[config.mk]
export PLATFORM = sky130hd
export DESIGN_NAME = param_deserializer
export DESIGN_NICKNAME = d
export VERILOG_FILES = /design/src/rtl/param_deserializer.sv
export SDC_FILE = /design/constraint.sdc
export NUM_CORES = 1
export LEC_CHECK = 0
export CAP_MARGIN = 0
export CORE_UTILIZATION = 45
export CTS_CLUSTER_DIAMETER = 60
export DETAILED_ROUTE_END_ITERATION = 10
export HOLD_SLACK_MARGIN = 0.12
export PLACE_DENSITY = 0.77
export SLEW_MARGIN = 20
export SYNTH_ARGS = -nofsm -noshare
export SYNTH_HDL_FRONTEND = slang
export SYNTH_SLANG_ARGS = --single-unit
[constraint.sdc]
create_clock -name clk -period 2.2 [get_ports clk]
set_input_delay 0.33 -clock clk [delete_from_list [all_inputs] [get_ports clk]]
set_output_delay 0.33 -clock clk [all_outputs]
set_load 0.005 [all_outputs]
[src/rtl/param_deserializer.sv]
// Serial-to-parallel receiver: collects WIDTH bits per frame into a word
// and presents it on a valid/ready handshake with a sticky overrun flag.
module param_deserializer #(
   parameter int unsigned WIDTH     = 8,
   parameter bit          LSB_FIRST = 1'b1
) (
   input  logic             clk,
   input  logic             rst,
   input  logic             ser_valid,
   input  logic             ser_data,
   input  logic             frame_start,
   input  logic             par_ready,
   output logic [WIDTH-1:0] par_data,
   output logic             par_valid,
   output logic             busy,
   output logic [7:0]       bit_count,
   output logic             overrun
);

   localparam logic [1:0] StIdle  = 2'd0;
   localparam logic [1:0] StShift = 2'd1;
   localparam logic [1:0] StHold  = 2'd2;

   localparam logic [7:0] WidthCnt  = 8'(WIDTH);
   localparam bit         SingleBit = (WIDTH == 1);

   logic [1:0]       state_q, state_d;
   logic [WIDTH-1:0] shift_q, shift_d;
   logic [WIDTH-1:0] par_data_q, par_data_d;
   logic [7:0]       count_q, count_d;
   logic             overrun_q, overrun_d;

   logic [WIDTH-1:0] start_word;
   logic [WIDTH-1:0] next_word;
   logic [7:0]       count_inc;
   logic             start_frame;

   // Writes bit b into the slot that frame bit k maps to under the chosen bit order.
   function automatic logic [WIDTH-1:0] place_bit(input logic [WIDTH-1:0] base,
                                                  input logic [7:0]       k,
                                                  input logic             b);
      logic [WIDTH-1:0] r;
      int unsigned      pos;
      r   = base;
      pos = LSB_FIRST ? 32'(k) : (WIDTH - 1 - 32'(k));
      for (int unsigned i = 0; i < WIDTH; i++) begin
         if (i == pos) begin
            r[i] = b;
         end
      end
      return r;
   endfunction

   always_comb begin
      state_d     = state_q;
      shift_d     = shift_q;
      par_data_d  = par_data_q;
      count_d     = count_q;
      overrun_d   = overrun_q;
      start_frame = 1'b0;

      start_word = place_bit('0, 8'd0, ser_data);
      next_word  = place_bit(shift_q, count_q, ser_data);
      count_inc  = count_q + 8'd1;

      case (state_q)
         StIdle: begin
            if (ser_valid && frame_start) begin
               start_frame = 1'b1;
            end
         end
         StShift: begin
            if (ser_valid) begin
               if (frame_start) begin
                  // Partial frame is silently abandoned in favour of the new one.
                  start_frame = 1'b1;
               end else begin
                  shift_d = next_word;
                  count_d = count_inc;
                  if (count_inc == WidthCnt) begin
                     state_d    = StHold;
                     par_data_d = next_word;
                  end
               end
            end
         end
         StHold: begin
            if (par_ready) begin
               if (ser_valid && frame_start) begin
                  start_frame = 1'b1;
               end else begin
                  state_d = StIdle;
                  count_d = 8'd0;
               end
            end else if (ser_valid) begin
               overrun_d = 1'b1;
            end
         end
         default: begin
            state_d = StIdle;
            count_d = 8'd0;
         end
      endcase

      if (start_frame) begin
         shift_d = start_word;
         count_d = 8'd1;
         if (SingleBit) begin
            state_d    = StHold;
            par_data_d = start_word;
         end else begin
            state_d = StShift;
         end
      end
   end

   always_ff @(posedge clk) begin
      if (rst) begin
         state_q    <= StIdle;
         shift_q    <= '0;
         par_data_q <= '0;
         count_q    <= 8'd0;
         overrun_q  <= 1'b0;
      end else begin
         state_q    <= state_d;
         shift_q    <= shift_d;
         par_data_q <= par_data_d;
         count_q    <= count_d;
         overrun_q  <= overrun_d;
      end
   end

   assign par_data  = par_data_q;
   assign par_valid = (state_q == StHold);
   assign busy      = (state_q == StShift);
   assign bit_count = count_q;
   assign overrun   = overrun_q;

endmodule

==> results.json <==
{
  "outcome": "finished, final reports clean",
  "post-place-cells": 250,
  "dpl.hpwl_mm": 2.58,
  "r2r_slack_ps": 170,
  "nets": 220,
  "portBuffers": 24,
  "initial_antenna_violation_count": 0,
  "boundaryPins": 25,
  "seqPwrFrac": 0.620,
  "summed_negative_setup_slack_over_all_endpoints_ps": 0,
  "drt-pass1-iter-count": 4,
  "cap_viol_max_count": 0,
  "cts-resized-gates": 0,
  "p_sw_frac": 0.249,
  "worst_slew_pin_slew_ps": 629,
  "post-synth-top-area-cell": "dfxtp_1",
  "asyncSetResetFlopFracSynth": 0,
  "worstHoldPathType": "reg2reg",
  "final_cells": 254,
  "via_count_of_the_first_global_routing_pass": 1246,
  "synth_top_family_by_area": "simple AND/OR/NAND/NOR gates",
  "intPower_uw": 606,
  "num_vias": 1442,
  "power.leakage_nw": 0.685,
  "clockRootBuffer": "clkbuf_4",
  "post_synth_mux_area_share": 0.0826,
  "synthAdderAreaFrac": 0.0389,
  "timing.clock.skew_ps": 10.2,
  "finalWorstPathRequiredPeriod_ps": 2030,
  "start_kind": "register",
  "ys_types": 46,
  "layout_worst_path_cycle_share": 0.923,
  "share_of_layout_cells_above_drive_strength_1": 0.135,
  "synth_enable_flop_cells": 0,
  "number_of_buffers_created_by_cts": 3,
  "endpoint_kind": "register",
  "cts_setup_buffers": 0,
  "die_area_um2": 3810,
  "grt.overflow.total": 0,
  "synthDominantCellAreaShare": 0.336,
  "syn-cell-area_um2": 1610,
  "tritoncts_clock_tree": "built",
  "number_of_nets_with_antenna_violations_after_detailed_routing": 0,
  "clk_pin_slew_ps": 150,
  "dpl-instance-area_um2": 1860,
  "synthCells": 187,
  "seq_area_frac_synth": 0.336,
  "gpl.final_weighted_congestion": 0.870,
  "power.ir.vdd_worst_mv": 0.201,
  "cellPowerDensity_nw_per_um2": 428,
  "switching_power_uw": 201,
  "layout-area-overhead-vs-synth_pct": 17.4,
  "die_x_um": 61.8,
  "wl_per_cell_um": 13.9,
  "slew_viol_final": 0,
  "rsz0062_at_grt": "no",
  "yosys_most_used_dff": "dfxtp_1",
  "grt_max_degree": 16,
  "achievable-frequency_mhz": 492,
  "cp.required_ps": 2390,
  "vias_per_cell": 5.68,
  "hold_viol_final": 0,
  "design.core.area_um2": 3390,
  "hold_slack_ps": 484,
  "clk_path_buf_depth": 2,
  "syn_avg_cell_area_um2": 8.59,
  "setup_viol": 0,
  "cts-htree-levels": 1,
  "wirelength_mm": 3.54,
  "stdcell_area_um2": 1890,
  "syn-num-nets": 198,
  "clock_insertion_delay_worst_skew_ps": 330,
  "grt_util_all_layers": 0.200,
  "synth_xor_area_frac": 0,
  "cts_hold_buffers": 0,
  "crit_path_max_fanout": 11,
  "synth_seq_cells": 27,
  "iter_0_drt_violations": 53,
  "combPwrFrac": 0.112,
  "setup.worst_path.class": "reg2reg",
  "post_synth_main_area_contributors": "dfxtp_1, mux2i_1, nor2_1",
  "cts.sinks": 27,
  "die_height_um": 61.8,
  "power_frac_clock": 0.268,
  "initial_core_util": 0.474,
  "synth-simple-area-share": 0.249,
  "ys_top_cells_by_count": "dfxtp_1, nor2_1, nand2_1, mux2i_1, nand3_1",
  "yosysWarningCount": 0,
  "synth_compound_area_frac": 0.206,
  "drc_violations_left": 0,
  "slew-limit-headroom": 0.579,
  "finish.utilization": 0.556,
  "synth.most_common_cell": "dfxtp_1",
  "antenna_cells_inserted": 0,
  "rows": 21,
  "grt_pass1_wl_mm": 5.64,
  "cp_data_arrival_time_ps": 2220
}
==> final timing paths <==
| kind | start | endpoint | cells past startpoint |
|---|---|---|---|
| setup / recovery | bit_count[2] | par_data[0] | 5 |
| hold / removal | par_data[7] | par_data[7] | 2 |
| setup reg to reg | bit_count[2] | par_data[0] | 5 |
| hold reg to reg | par_data[7] | par_data[7] | 2 |
==> metrics by stage <==
| stage | worst slack [ps] | total power [mW] |
|---|---|---|
| after floorplan | 364 | 0.565 |
| after global placement | 187 | 0.600 |
| after detailed placement | 185 | 0.601 |
| after CTS | 172 | 0.817 |
| after global routing | 21.9 | 0.843 |
| final | 168 | 0.807 |
==> critical path, stage by stage (launching register included) <==
cell and delay (ps):
dfxtp_1 550, nand3_1 250, nor2_1 230, a31oi_1 140
nor2_1 530, a311oi_1 180
==> final cells by class <==
type                            count  area [um^2]
Fill cell                         317         1500
Multi-Input combinational cell    137          927
Sequential cell                    27          541
Timing Repair Buffer               33          308
Tap cell                           46         57.6
Clock buffer                        4         26.3
Inverter                            7         26.3
==> power groups by stage <==
stage                     logic (mW)  registers (mW)  clock network, mW
final                         0.0904           0.500              0.216
after global routing          0.0992           0.501              0.242
after CTS                     0.0905           0.500              0.226
after detailed placement      0.0900           0.511                  0
after global placement        0.0892           0.511                  0
after floorplan               0.0530           0.512                  0
==> sequential cells by signal, indices dropped and copies added (netlist names) <==
| name | count |
|---|---|
| bit_count | 8 |
| par_data | 8 |
| shift_q | 8 |
| state_q | 2 |
| overrun | 1 |
==> cell families (layout without fill, tap and decap cells) <==
group,after synthesis,in the layout
AND/OR/NAND/NOR,73,73
AO/OA/AOI/OAI,46,46
flip-flops,27,27
buffers and inverters,23,44
multiplexers,13,13
adder cells (fa/ha/maj),5,5
==> layout by cell type, fill, tap and decap left out, drive strengths merged, types with 2 or more instances in the layout <==
cell            n
nor3            6
a211oi          5
nand2          15
ha              5
and2            2
buf             9
inv             7
a31oi           9
clkbuf          4
o21ai           6
nor4b           2
or2             2
a221oi          2
clkdlybuf4s50  24
nand3          12
nor2           22
mux2            2
or3             2
a21oi           8
dfxtp          27
nand2b          2
or4             3
nor2b           2
mux2i          11
a311oi          9
==> routing by layer <==
layer  global-route usage  part of all wire
met1                0.272              0.48
met5                    0                 0
met2                0.330              0.46
met3               0.0186             0.045
met4               0.0762             0.014
(Power assumes the default switching activity.)
